===== src/rtl/nybble_mem_pkg.sv =====
// Shared types and constants for the byte-wide memory arbiter.
// Word byte order is little-endian: low byte at A, high byte at A+1.
package nybble_mem_pkg;

    typedef enum logic [1:0] {
        IDLE = 2'd0,
        LO   = 2'd1,
        HI   = 2'd2,
        ACK  = 2'd3
    } state_t;

    localparam logic GRANT_CPU = 1'b0;
    localparam logic GRANT_DBG = 1'b1;

    localparam int unsigned ADDR_WIDTH_DEF = 12;
    localparam int unsigned DATA_WIDTH     = 16;
    localparam int unsigned BYTE_WIDTH     = 8;

    // Byte selector within a word, equal to its offset from the word address
    localparam logic BYTE_SEL_LO = 1'b0;
    localparam logic BYTE_SEL_HI = 1'b1;

    // Access attributes latched at grant time
    typedef struct packed {
        logic                  we;
        logic                  word;
        logic [DATA_WIDTH-1:0] wdata;
    } req_attr_t;

    function automatic logic [BYTE_WIDTH-1:0] word_byte(input logic [DATA_WIDTH-1:0] w,
                                                        input logic                  sel);
        return (sel == BYTE_SEL_HI) ? w[15:8] : w[7:0];
    endfunction

    function automatic logic [DATA_WIDTH-1:0] word_join(input logic [BYTE_WIDTH-1:0] lo,
                                                        input logic [BYTE_WIDTH-1:0] hi);
        return {hi, lo};
    endfunction

endpackage


===== src/rtl/mem_rr_pick.sv =====
// Two-way requester picker: round-robin on ties, or fixed debug priority
// when MEM_ARB_DBG_PRIORITY_EN is defined.
module mem_rr_pick
    import nybble_mem_pkg::*;
(
    input  logic req_cpu,
    input  logic req_dbg,
    input  logic last_grant,
    output logic valid,
    output logic pick
);

    assign valid = req_cpu | req_dbg;

`ifdef MEM_ARB_DBG_PRIORITY_EN
    logic unused_last_grant;
    assign unused_last_grant = last_grant;

    always_comb begin
        pick = GRANT_CPU;
        if (req_dbg) begin
            pick = GRANT_DBG;
        end
    end
`else
    // On a tie the port that was not served last wins
    always_comb begin
        pick = GRANT_CPU;
        if (req_cpu && req_dbg) begin
            pick = ~last_grant;
        end else if (req_dbg) begin
            pick = GRANT_DBG;
        end
    end
`endif

endmodule


===== src/rtl/mem_arbiter.sv =====
// Shares one byte-wide synchronous-read memory between CPU and debug ports,
// splitting 16-bit accesses into two byte cycles. Option: MEM_ARB_DBG_PRIORITY_EN.
module mem_arbiter
    import nybble_mem_pkg::*;
#(
    parameter int unsigned ADDR_WIDTH = ADDR_WIDTH_DEF,
    parameter logic        RR_INIT    = GRANT_DBG
) (
    input  logic                  clock,
    input  logic                  reset_n,

    input  logic                  cpu_req,
    input  logic                  cpu_we,
    input  logic                  cpu_word,
    input  logic [ADDR_WIDTH-1:0] cpu_addr,
    input  logic [15:0]           cpu_wdata,
    output logic [15:0]           cpu_rdata,
    output logic                  cpu_ack,

    input  logic                  dbg_req,
    input  logic                  dbg_we,
    input  logic                  dbg_word,
    input  logic [ADDR_WIDTH-1:0] dbg_addr,
    input  logic [15:0]           dbg_wdata,
    output logic [15:0]           dbg_rdata,
    output logic                  dbg_ack,

    output logic [ADDR_WIDTH-1:0] mem_addr,
    output logic                  mem_we,
    output logic [7:0]            mem_wdata,
    input  logic [7:0]            mem_rdata,

    output logic                  busy,
    output logic                  grant
);

    state_t                state_q,      state_d;
    logic                  grant_q,      grant_d;
    logic                  last_grant_q, last_grant_d;
    logic [ADDR_WIDTH-1:0] addr_q,       addr_d;
    req_attr_t             attr_q,       attr_d;
    logic [7:0]            lo_byte_q,    lo_byte_d;
    logic                  cpu_ack_q,    cpu_ack_d;
    logic                  dbg_ack_q,    dbg_ack_d;
    logic [15:0]           cpu_rdata_q,  cpu_rdata_d;
    logic [15:0]           dbg_rdata_q,  dbg_rdata_d;
    logic [ADDR_WIDTH-1:0] mem_addr_q,   mem_addr_d;
    logic                  mem_we_q,     mem_we_d;
    logic [7:0]            mem_wdata_q,  mem_wdata_d;
    logic                  busy_q,       busy_d;

    logic                  pick_valid_c;
    logic                  pick_c;
    logic [ADDR_WIDTH-1:0] sel_addr_c;
    req_attr_t             sel_attr_c;
    logic [15:0]           rd_word_c;

    mem_rr_pick u_pick (
        .req_cpu    (cpu_req),
        .req_dbg    (dbg_req),
        .last_grant (last_grant_q),
        .valid      (pick_valid_c),
        .pick       (pick_c)
    );

    // Request fields of the port the picker selected
    always_comb begin
        sel_addr_c       = cpu_addr;
        sel_attr_c.we    = cpu_we;
        sel_attr_c.word  = cpu_word;
        sel_attr_c.wdata = cpu_wdata;
        if (pick_c == GRANT_DBG) begin
            sel_addr_c       = dbg_addr;
            sel_attr_c.we    = dbg_we;
            sel_attr_c.word  = dbg_word;
            sel_attr_c.wdata = dbg_wdata;
        end
    end

    // Read result as seen in ACK: memory returns the last addressed byte now
    assign rd_word_c = attr_q.word ? word_join(lo_byte_q, mem_rdata)
                                   : {8'h00, mem_rdata};

    always_comb begin
        state_d      = state_q;
        grant_d      = grant_q;
        last_grant_d = last_grant_q;
        addr_d       = addr_q;
        attr_d       = attr_q;
        lo_byte_d    = lo_byte_q;
        cpu_ack_d    = 1'b0;
        dbg_ack_d    = 1'b0;
        cpu_rdata_d  = cpu_rdata_q;
        dbg_rdata_d  = dbg_rdata_q;
        mem_addr_d   = mem_addr_q;
        mem_we_d     = 1'b0;
        mem_wdata_d  = mem_wdata_q;
        busy_d       = busy_q;

        case (state_q)
            IDLE: begin
                if (pick_valid_c) begin
                    state_d      = LO;
                    grant_d      = pick_c;
                    last_grant_d = pick_c;
                    addr_d       = sel_addr_c;
                    attr_d       = sel_attr_c;
                    mem_addr_d   = sel_addr_c;
                    mem_we_d     = sel_attr_c.we;
                    mem_wdata_d  = word_byte(sel_attr_c.wdata, BYTE_SEL_LO);
                    busy_d       = 1'b1;
                end
            end
            LO: begin
                if (attr_q.word) begin
                    state_d     = HI;
                    mem_addr_d  = addr_q + ADDR_WIDTH'(1);
                    mem_we_d    = attr_q.we;
                    mem_wdata_d = word_byte(attr_q.wdata, BYTE_SEL_HI);
                end else begin
                    state_d   = ACK;
                    cpu_ack_d = (grant_q == GRANT_CPU);
                    dbg_ack_d = (grant_q == GRANT_DBG);
                end
            end
            HI: begin
                state_d   = ACK;
                lo_byte_d = mem_rdata;
                cpu_ack_d = (grant_q == GRANT_CPU);
                dbg_ack_d = (grant_q == GRANT_DBG);
            end
            ACK: begin
                state_d = IDLE;
                busy_d  = 1'b0;
                if (!attr_q.we) begin
                    if (grant_q == GRANT_CPU) begin
                        cpu_rdata_d = rd_word_c;
                    end else begin
                        dbg_rdata_d = rd_word_c;
                    end
                end
            end
            default: begin
                state_d = IDLE;
                busy_d  = 1'b0;
            end
        endcase
    end

    always_ff @(posedge clock or negedge reset_n) begin
        if (!reset_n) begin
            state_q      <= IDLE;
            grant_q      <= GRANT_CPU;
            last_grant_q <= RR_INIT;
            addr_q       <= '0;
            attr_q       <= '0;
            lo_byte_q    <= '0;
            cpu_ack_q    <= 1'b0;
            dbg_ack_q    <= 1'b0;
            cpu_rdata_q  <= '0;
            dbg_rdata_q  <= '0;
            mem_addr_q   <= '0;
            mem_we_q     <= 1'b0;
            mem_wdata_q  <= '0;
            busy_q       <= 1'b0;
        end else begin
            state_q      <= state_d;
            grant_q      <= grant_d;
            last_grant_q <= last_grant_d;
            addr_q       <= addr_d;
            attr_q       <= attr_d;
            lo_byte_q    <= lo_byte_d;
            cpu_ack_q    <= cpu_ack_d;
            dbg_ack_q    <= dbg_ack_d;
            cpu_rdata_q  <= cpu_rdata_d;
            dbg_rdata_q  <= dbg_rdata_d;
            mem_addr_q   <= mem_addr_d;
            mem_we_q     <= mem_we_d;
            mem_wdata_q  <= mem_wdata_d;
            busy_q       <= busy_d;
        end
    end

    // Read data must be visible in the ack cycle itself, so it bypasses the holding register
    assign cpu_rdata = (cpu_ack_q && !attr_q.we) ? rd_word_c : cpu_rdata_q;
    assign dbg_rdata = (dbg_ack_q && !attr_q.we) ? rd_word_c : dbg_rdata_q;
    assign cpu_ack   = cpu_ack_q;
    assign dbg_ack   = dbg_ack_q;
    assign mem_addr  = mem_addr_q;
    assign mem_we    = mem_we_q;
    assign mem_wdata = mem_wdata_q;
    assign busy      = busy_q;
    assign grant     = grant_q;

endmodule


===== config.mk =====
export PLATFORM = sky130hd
export DESIGN_NAME = mem_arbiter
export DESIGN_NICKNAME = d
export VERILOG_FILES = /design/src/rtl/nybble_mem_pkg.sv /design/src/rtl/mem_rr_pick.sv /design/src/rtl/mem_arbiter.sv
export SDC_FILE = /design/constraint.sdc
export NUM_CORES = 1
export LEC_CHECK = 0
export ABC_AREA = 0
export CAP_MARGIN = 0
export CORE_ASPECT_RATIO = 1.5
export CORE_MARGIN = 2
export CORE_UTILIZATION = 48
export DETAILED_ROUTE_END_ITERATION = 8
export GPL_TIMING_DRIVEN = 0
export PLACE_DENSITY = 0.85
export SLEW_MARGIN = 0
export SYNTH_ARGS = -nofsm -noshare
export SYNTH_HDL_FRONTEND = slang
export SYNTH_SLANG_ARGS = --single-unit

===== constraint.sdc =====
create_clock -name clock -period 2.91 [get_ports clock]
set_input_delay 0.4365 -clock clock [delete_from_list [all_inputs] [get_ports clock]]
set_output_delay 0.4365 -clock clock [all_outputs]
set_load 0.1 [all_outputs]

---- Yosys cells after proc, flatten, opt, wreduce, memory -nomap -nowiden ----
Cells that the tools add are included.
word-level totals
  logic and storage cells ................. 63
  output and inout port bits .............. 57
  input bits .............................. 72
  flip-flop bits (word level) ............. 98
operators by class
  add/sub/neg operators ................... 1
  equality and inequality tests ........... 5
  bitwise operators ....................... 4
  reductions and logical operators ........ 12
  mux-type cells .......................... 25
operators by type and width
  kind                     count
  $mux W16                 3
  $mux W12                 3
  $pmux W12 S2             1
  $mux W18                 1
  $mux W8                  2
  $pmux W8 S2              1
  $add A12 B1 Y12 const B  1
  $reduce_and A3 Y1        3
  $mux W1                  8
  $pmux W1 S2              4
  $pmux W2 S4              1
  $eq A2 B2 Y1 const B     2
  $ne A2 B2 Y1 const B     2
  $reduce_and A2 Y1        2
  $reduce_bool A2 Y1       2
  $logic_and A1 B1 Y1      3
  $not A1 Y1               3
  $eq A2 B1 Y1 const B     1
  $logic_not A2 Y1         1
  $mux W2                  1
  $logic_not A1 Y1         1
  $or A1 B1 Y1             1

---- Longest topological paths before layout ----
Gate-level depths: netlist of the first run.
  depth after elaboration ................. 5
  depth in mapped cells ................... 9
  depth with buffers taken out ............ 6

---- Modules after synthesis ----
Synthesis of the first run repeated with hierarchy kept, for this count alone.
unflattened totals
  cells, all modules ...................... 483
  area total of the unflattened synthesis .. 4,430.5 um2
by module, submodules not included
  module       area an instance (um2)  times used  cells an instance
  mem_arbiter  4,416.7                 1           481
  mem_rr_pick  13.8                    1           2

---- Worst setup path after synthesis of the first run ----
No wires, ideal clock.
  path type ............................... flip-flop to output port
  from .................................... register dbg_ack_q, in the netlist dbg_ack
  to ...................................... output port dbg_rdata[11]
  setup slack ............................. -1.024 ns
  stages on the path, launching flop included .. 4
  path buffers ............................ 1
  arrival ................................. 3.497 ns
  cells stage by stage .................... dfrtp_1 -> nand2_1 -> clkbuf_1 -> o21ai_0
on the way
  cells in the longest elaborated chain, start to end .. 2
RTL lines
  item                    line                RTL
  start, declared         mem_arbiter.sv:44   logic dbg_ack_q, dbg_ack_d;
  start signal, assigned  mem_arbiter.sv:174  dbg_ack_q <= dbg_ack_d;
  $logic_and A1 B1 Y1     mem_arbiter.sv:186  assign dbg_rdata = (dbg_ack_q && !attr_q.we) ? rd_word_c : dbg_rdata_q;
  $mux W16                mem_arbiter.sv:186
  end, declared           mem_arbiter.sv:25   output logic [15:0] dbg_rdata,
Every way passes these cells.

---- Worst setup path after layout of the first run ----
  from .................................... register attr_q[16] in the netlist's numbering
  to ...................................... output port cpu_rdata[15]
on the way
  cells in the longest elaborated chain, start to end .. 2
RTL lines
  item                    line                RTL
  start, declared         mem_arbiter.sv:41   req_attr_t attr_q, attr_d;
  start signal, assigned  mem_arbiter.sv:171  attr_q <= attr_d;
  $mux W16                mem_arbiter.sv:81   assign rd_word_c = attr_q.word ? word_join(lo_byte_q, mem_rdata)
  $mux W16                mem_arbiter.sv:185  assign cpu_rdata = (cpu_ack_q && !attr_q.we) ? rd_word_c : cpu_rdata_q;
  end, declared           mem_arbiter.sv:17   output logic [15:0] cpu_rdata,
Every way passes these cells.

==> out/metrics.yaml, run 1 <==
global_route:
  grt.met3_usage: 0.0467
  met1_usage: 0.307
  gr-usage-met2: 0.442
  grt_pass1_vias: 4176
  grt_max_degree: 76
  grt_pass1_wl_um: 19600
  top_usage_layer: "met2"
  grt_remaining_overflow: 0
  grtUsageTotal: 0.256
  antenna_found_initial: 0
placement:
  placedCellCount: 704
  hpwl_um: 9230
  place.port_buffers: 128
  detailedPlace.worstSlack_ns: -0.150
  place_congestion: 0.827
timing:
  finalHoldViolations: 0
  worst_slew_pin_slew_ns: 1.02
  fin_crit_ns: 2.79
  fin_crit_sh: 0.958
  fmax_mhz: 359
  rsz0062_at_grt: "no"
  worst_slack_ns: 0.121
  fin_skew_ns: 0.00851
  slew_violations: 0
  hold_slack_ns: 0.482
  slew-limit-headroom: 0.315
  setup_viol: 0
yosys:
  synth_nets: 541
  syn_inst: 463
  synth_area_sq_um: 4430
  ys_seq_area_frac: 0.508
  ys_types: 38
  postSynthAreaPerCell_sq_um: 9.57
  ys.warnings.count: 0
  ys_seq_elements: 90
clock_tree:
  clk_pin_slew_worst_paths_ns: 0.06
  cts_made_buffers: 9
  htreeDepth: 3
  cts_root_buffer: "clkbuf_16"
  clkLatencyLatePin_ns: 0.33
  cts_buffer_depth: 2
  cts_tree: "built"
  cts.sinks: 90
critical_path:
  slowest_delay_ns: 0.83
  crit_slowest_cell: "clkdlybuf4s15_1"
  worstSetupPathType: "register to output pin"
  endpoint_kind: "output pin"
  cp_max_fo: 10
  crit_required_ns: 2.47
  startpoint_type: "register"
  arrival_ns: 2.35
  worstPathCellList: "clkbuf_1 > nand2_1 > o21ai_1 > clkdlybuf4s15_1"
drt:
  wirelength_um: 12100
  ant_nets: 0
  via_count: 3978
  drt_iter0_markers: 280
  drt_first_pass_iters: 4
  via_per_inst: 5.52
  post-route-drc-count: 0
  routedWlPerCell_um: 16.8
floorplan:
  die_area_sq_um: 10000
  die_w_um: 82.5
  initial_core_util: 0.488
  pin_count: 129
  rows: 43
  core_area_sq_um: 9090
  die_y_um: 122
cells_and_area:
  final_cell_mix: "nand2_1, clkdlybuf4s50_1, dfrtp_1"
  fillers: 701
  fin_nets: 682
  final_core_util: 0.675
  final_common_cell: "nand2_1"
  final_cell_count_no_fill: 721
  num_antenna_cells: 0
  layout-drive-gt1-share: 0.133
  syn2layout_area_growth_pct: 38.4
job:
  max-cap-violations: 0
run_status:
  status: "finished, final reports clean"
hold_path:
  hp-class: "register to register"
## metrics by stage
| stage | TNS, ns | cell area (sq um) |
|---|---|---|
| 6_report | 0 | 6140 |
| 5_1_grt | 0 | 6140 |
| 4_1_cts | 0 | 6190 |
| 3_5_place_dp | -1.42 | 5880 |
| 3_3_place_gp | -154.39 | 5860 |
| 2_1_floorplan | -8.08 | 4440 |
## flip-flops by register name, summed over array words and instances, names as in the netlist, 2 cells and up
signal       count
cpu_rdata_q     16
mem_wdata        8
dbg_rdata_q     16
mem_addr        12
lo_byte_q        8
addr_q          12
attr_q          10
state_q          2
## metal layers
layer	vias to the layer above	wire length (um)
met5	-	0
met4	0	248
met3	22	688
met2	158	6500
met1	1923	4710
li1	1875	-
## worst paths after layout
check,slack [ns],startpoint,endpoint,cells after the start
setup / recovery,0.12,attr_q[16],cpu_rdata[15],4
hold / removal,0.48,cpu_rdata_q[12],cpu_rdata_q[12],2
setup reg to reg,0.63,state_q[1],mem_addr[1],8
hold reg to reg,0.48,cpu_rdata_q[12],cpu_rdata_q[12],2
max in group asynchronous,1.73,reset_n,last_grant_q,3
min in group asynchronous,0.51,reset_n,addr_q[11],2
## critical path, delay by kind of cell, from the launching register on
family / cells / cell delay [ns]
and+or+nand+nor: 1 / 0.23
DFF: 1 / 0.36
buffers and inverters: 2 / 1.26
AOI/OAI and AO/OA: 1 / 0.17
## logic make-up after synthesis
| family | synth area share |
|---|---|
| simple gates | 0.126 |
| xor+xnor | 0.0158 |
| compound gates | 0.156 |
| flops | 0.508 |
| mux | 0.138 |
| buf+inv | 0.0395 |
| fa+ha+maj | 0.0169 |
## cell usage after synthesis (all sizes together)
library cell | n | share of area
inv | 9 | 0.0076
a22o | 2 | 0.0040
nor4 | 1 | 0.0014
a31o | 2 | 0.0040
and3 | 1 | 0.0014
clkbuf | 21 | 0.018
a21o | 3 | 0.0051
a31oi | 1 | 0.0014
or4 | 1 | 0.0017
nand4 | 1 | 0.0014
dfstp | 1 | 0.0059
ha | 6 | 0.017
mux2 | 20 | 0.054
mux2i | 37 | 0.084
nor2 | 7 | 0.0059
a21boi | 1 | 0.0017
xor2 | 2 | 0.0040
o221ai | 6 | 0.012
nand3 | 9 | 0.010
nor2b | 1 | 0.0014
nor3 | 2 | 0.0023
or3b | 2 | 0.0040
xnor2 | 6 | 0.012
a21oi | 3 | 0.0034
nand2 | 114 | 0.097
o31ai | 1 | 0.0017
o21ai | 103 | 0.12
a22oi | 1 | 0.0017
dfrtp | 89 | 0.50
a211oi | 2 | 0.0045
buf | 8 | 0.014
## cell type report
class | instances | area [sq um] | share of cell area
flip-flops and latches | 90 | 2250 | 0.367
multi-input cells | 335 | 2010 | 0.327
repair buffers | 130 | 1260 | 0.206
clock buffers | 11 | 243 | 0.0396
plain buffers | 29 | 143 | 0.0232
well taps | 112 | 140 | 0.0228
clock inverters | 5 | 53.8 | 0.00877
inverters | 9 | 33.8 | 0.00551
## timing repair
action / in CTS / in global routing
endpoints found under the hold margin: 15 / 0
cloned: 0 / 0
pin swaps: 0 / 0
resized for setup: 68 / 28
buffers inserted: 0 / 0
setup endpoints to repair: 32 / 17
hold buffers: 1 / 0
Power of run 1 is not shown: default switching activity piles up to over one toggle a cycle in this logic, so the estimate is an artifact.
==> run 2: changes to the inputs <==
--- a/config.mk
+++ b/config.mk
@@ -13,6 +13,7 @@
 export DETAILED_ROUTE_END_ITERATION = 8
 export GPL_TIMING_DRIVEN = 0
 export PLACE_DENSITY = 0.85
+export SKIP_LAST_GASP = 1
 export SLEW_MARGIN = 0
 export SYNTH_ARGS = -nofsm -noshare
 export SYNTH_HDL_FRONTEND = slang
==> run 2 against run 1 <==
Net effect: final cell count unchanged; via count decreased by 0.33%; critical endpoint is now cpu_rdata[6]; count of clock-buffer cells in the layout unchanged; global-route usage unchanged; design area decreased by 0.12%; non-clock buffer count unchanged; critical path type unchanged.
==> out/metrics.yaml, run 2 (synthesis results as in run 1) <==
clock_tree:
  cts_tree: "built"
  post_cts_buffers: 0
  cts_made_buffers: 9
  clk_pin_slew_worst_paths_ns: 0.06
  htreeDepth: 3
  clkLatencyLatePin_ns: 0.33
  cts_buffer_depth: 2
  cts.sinks: 90
  cts_root_buffer: "clkbuf_16"
cells_and_area:
  syn2layout_area_growth_pct: 38.2
  layout-drive-gt1-share: 0.131
  num_antenna_cells: 0
  final_common_cell: "nand2_1"
  reg_top3: "cpu_rdata_q (16), dbg_rdata_q (16)"
  multiInputGateArea_sq_um: 2010
  fin_nets: 682
  final_cell_mix: "nand2_1, clkdlybuf4s50_1, dfrtp_1"
  ff_latch_area_sq_um: 2250
  fillers: 702
drt:
  routedWlPerCell_um: 16.8
  wirelength_um: 12100
  post-route-drc-count: 0
  via_per_inst: 5.50
  drt_first_pass_iters: 4
  ant_nets: 0
  drt_iter0_markers: 279
  via_count: 3965
critical_path:
  startpoint_type: "register"
  arrival_ns: 2.34
  slowest_delay_ns: 0.58
  crit_required_ns: 2.47
  worstSetupPathType: "register to output pin"
  path_buf_inv: 2
  endpoint_kind: "output pin"
  ff2ff_path_depth: 8
  path_depth: 4
  cp_max_fo: 10
  critPathTopFamily: "buffers and inverters"
  crit_slowest_cell: "buf_1"
  worstPathCellList: "buf_1 > mux2i_1 > o21ai_1 > clkdlybuf4s15_2"
timing:
  fin_skew_ns: 0.00794
  fin_crit_ns: 2.78
  finalHoldViolations: 0
  fin_crit_sh: 0.954
  fmax_mhz: 360
  slew_violations: 0
  setup_viol: 0
  worst_slew_pin_slew_ns: 1.02
  slew-limit-headroom: 0.315
  hold_slack_ns: 0.482
  rsz0062_at_grt: "no"
floorplan:
  die_w_um: 82.5
  die_area_sq_um: 10000
  rows: 43
  initial_core_util: 0.488
  die_y_um: 122
  pin_count: 129
  core_area_sq_um: 9090
global_route:
  grtUsageTotal: 0.256
  grt_pass1_vias: 4176
  antenna_found_initial: 0
  grt_remaining_overflow: 0
  grt_max_degree: 76
  grt_pass1_wl_um: 19600
placement:
  place.port_buffers: 128
  hpwl_um: 9230
  place_congestion: 0.827
hold_path:
  hp-class: "register to register"
  hold_path_depth: 2
run_status:
  status: "finished, final reports clean"
job:
  max-cap-violations: 0
-- run 2: cell count changes in the layout (fill, tap and decap cells not counted) --
cell,before,now
buf_1,0,1
clkdlybuf4s15_2,16,15
-- run 2: metrics by stage --
stage / util / cells / setup TNS, ns / setup slack, ns / cell area [sq um]
after global placement: 0.644 / 703 / -154.39 / -1.72 / 5860
after detailed placement: 0.647 / 704 / -1.42 / -0.150 / 5880
after floorplan: - / 463 / -8.08 / -0.284 / 4440
final: 0.674 / 721 / 0 / 0.135 / 6130
after global routing: 0.674 / 721 / 0 / 0.000766 / 6130
after CTS: 0.681 / 721 / -0.199 / -0.199 / 6190
-- run 2: final cells by class --
cell class,instances,area share
Buffer,29,0.0231
Sequential cell,90,0.368
Multi-Input combinational cell,335,0.328
Timing Repair Buffer,130,0.205
Clock buffer,11,0.0396
Inverter,9,0.00551
Clock inverter,5,0.00878
Tap cell,112,0.0229
-- run 2: layer usage --
layer  share of wire  up-vias  routed length, um  track usage
met5               0        -                  0            0
li1                -     1874                  -            -
met4           0.017        0                208        0.109
met3           0.054       18                652       0.0467
met2            0.55      146               6620        0.442
met1            0.38     1927               4650        0.307
-- run 2: what timing repair did --
item,in CTS,in global routing
endpoints found under the hold margin,15,0
resized for setup,66,29
hold buffers,1,0
setup endpoints to repair,32,17
-- run 2: path summary, 6_finish.rpt --
kind                       startpoint  slack, ns           end
max                        attr_q[16]       0.13  cpu_rdata[6]
min                        attr_q[11]       0.48    attr_q[11]
max reg2reg                state_q[0]       0.63   mem_addr[1]
min reg2reg                attr_q[11]       0.48    attr_q[11]
max in group asynchronous     reset_n       1.74  last_grant_q
min in group asynchronous     reset_n       0.51    addr_q[11]
-- run 2: worst reg2reg max path: stages, from the launching register on --
cell and delay (ns):
dfrtp_1 0.43, inv_1 0.13, ha_1 0.30, or3b_1 0.38, buf_4 0.17, or3b_1 0.18, buf_6 0.14, buf_8 0.15
mux2_4 0.30
Power of run 2 is left out for the same reason.
==> run 3: changes to the inputs <==
--- a/config.mk
+++ b/config.mk
@@ -7,9 +7,11 @@
 export LEC_CHECK = 0
 export ABC_AREA = 0
 export CAP_MARGIN = 0
+export CELL_PAD_IN_SITES_DETAIL_PLACEMENT = 0
+export CELL_PAD_IN_SITES_GLOBAL_PLACEMENT = 1
 export CORE_ASPECT_RATIO = 1.5
 export CORE_MARGIN = 2
-export CORE_UTILIZATION = 48
+export CORE_UTILIZATION = 36
 export DETAILED_ROUTE_END_ITERATION = 8
 export GPL_TIMING_DRIVEN = 0
 export PLACE_DENSITY = 0.85
==> run 3 against run 2 <==
Net effect: via count is 2.0% lower; clock skew is 0.0022 ns lower; final cell count up 5.5%; non-clock buffer count down 1; global-route usage shrank 6.1 points; worst hold slack got worse by 0.41 ns; first-iteration DRC count down 50%; flip-flop and latch count stayed put; maximum frequency up 3.4%; design area up 0.55%; count of clock-buffer cells in the layout is the same; highest routed layer unchanged.
==> out/metrics.yaml, run 3 (synthesis results as in run 1) <==
drt:
  ant_nets: 0
  drt_first_pass_iters: 5
  routedWlPerCell_um: 16.2
  via_per_inst: 5.11
  wirelength_um: 12400
  via_count: 3886
  drt_iter0_markers: 139
  post-route-drc-count: 0
critical_path:
  slowest_delay_ns: 0.59
  worstPathCellList: "inv_1 > nand2_1 > clkbuf_1 > nand2_1 > o21ai_1 > clkdlybuf4s15_2"
  worstSetupPathType: "register to output pin"
  cp_max_fo: 10
  path_buf_inv: 3
  crit_slowest_cell: "clkdlybuf4s15_2"
  arrival_ns: 2.25
  startpoint_type: "register"
  critPathTopFamily: "buffers and inverters"
  cp_common_cell: "nand2_1"
  endpoint_kind: "output pin"
  crit_required_ns: 2.47
clock_tree:
  cts.sinks: 90
  cts_hold_buf: 0
  cts_buffer_depth: 2
  clkLatencyLatePin_ns: 0.33
  clk_pin_slew_worst_paths_ns: 0.06
  cts_root_buffer: "clkbuf_16"
  htreeDepth: 3
  cts_tree: "built"
  cts_made_buffers: 9
  post_cts_buffers: 0
cells_and_area:
  final_common_cell: "nand2_1"
  layout-drive-gt1-share: 0.135
  reg_top3: "cpu_rdata_q (16), dbg_rdata_q (16)"
  final_cell_count_no_fill: 761
  num_antenna_cells: 0
  final_cell_mix: "nand2_1, clkdlybuf4s50_1, dfrtp_1"
  fin_nets: 681
  syn2layout_area_growth_pct: 39.0
timing:
  slew-limit-headroom: 0.332
  fin_crit_ns: 2.68
  slew_violations: 0
  hold_slack_ns: 0.0769
  setup_viol: 0
  worst_slew_pin_slew_ns: 0.999
  rsz0062_at_grt: "no"
  fmax_mhz: 373
  finalHoldViolations: 0
  fin_crit_sh: 0.922
  fin_skew_ns: 0.00577
floorplan:
  die_w_um: 94.6
  core_area_sq_um: 12000
  die_area_sq_um: 13200
  rows: 49
  pin_count: 129
  die_y_um: 140
  initial_core_util: 0.369
global_route:
  antenna_found_initial: 0
  grt_remaining_overflow: 0
  grt_pass1_vias: 4021
  grtUsageTotal: 0.196
  grt_max_degree: 55
  grt_pass1_wl_um: 20200
placement:
  place_congestion: 0.864
  placedCellCount: 745
  place.port_buffers: 128
  hpwl_um: 9360
hold_path:
  hp-class: "primary input to async pin"
run_status:
  status: "finished, final reports clean"
job:
  max-cap-violations: 0
-- run 3: what timing repair did --
item,in CTS,in global routing
resized for setup,75,23
endpoints found under the setup margin,32,30
endpoints found under the hold margin,0,0
-- run 3: area by class of cell --
class                      instances  area, sq um
timing repair buffer             129         1250
inverter                           9         33.8
sequential                        90         2250
multi-input combinational        335         2010
fill                            1171         5850
clock buffer                      11          243
tap                              153          191
clock inverter                     5         37.5
buffer                            29          143
-- run 3: routing by layer --
metal | share of wire | global-route usage | routed length [um] | vias to the layer above
li1 | - | - | - | 1881
met1 | 0.40 | 0.231 | 4980 | 1881
met2 | 0.54 | 0.358 | 6690 | 116
met3 | 0.048 | 0.0377 | 595 | 8
met4 | 0.0078 | 0.0481 | 97 | 0
met5 | 0 | 0 | 0 | -
-- run 3: worst paths after layout --
kind	cells after the start	end	slack, ns	start
max reg2reg	8	mem_addr[1]	0.64	state_q[0]
min in group clock	2	attr_q[11]	0.48	attr_q[11]
min	1	dbg_rdata_q[14]	0.08	reset_n
max in group asynchronous	2	last_grant_q	2.15	reset_n
max	6	cpu_rdata[12]	0.23	attr_q[17]
min reg2reg	2	attr_q[11]	0.48	attr_q[11]
-- run 3: through the flow --
step	setup TNS [ns]	util	area (sq um)	setup WS, ns
finish	0	0.513	6160	0.226
global route	0	0.513	6160	0.0485
CTS	-0.273	0.518	6230	-0.273
detailed placement	-2.89	0.494	5930	-0.214
global placement	-170.55	0.492	5910	-1.89
floorplan	-8.08	-	4440	-0.284
Power of run 3 is left out for the same reason.
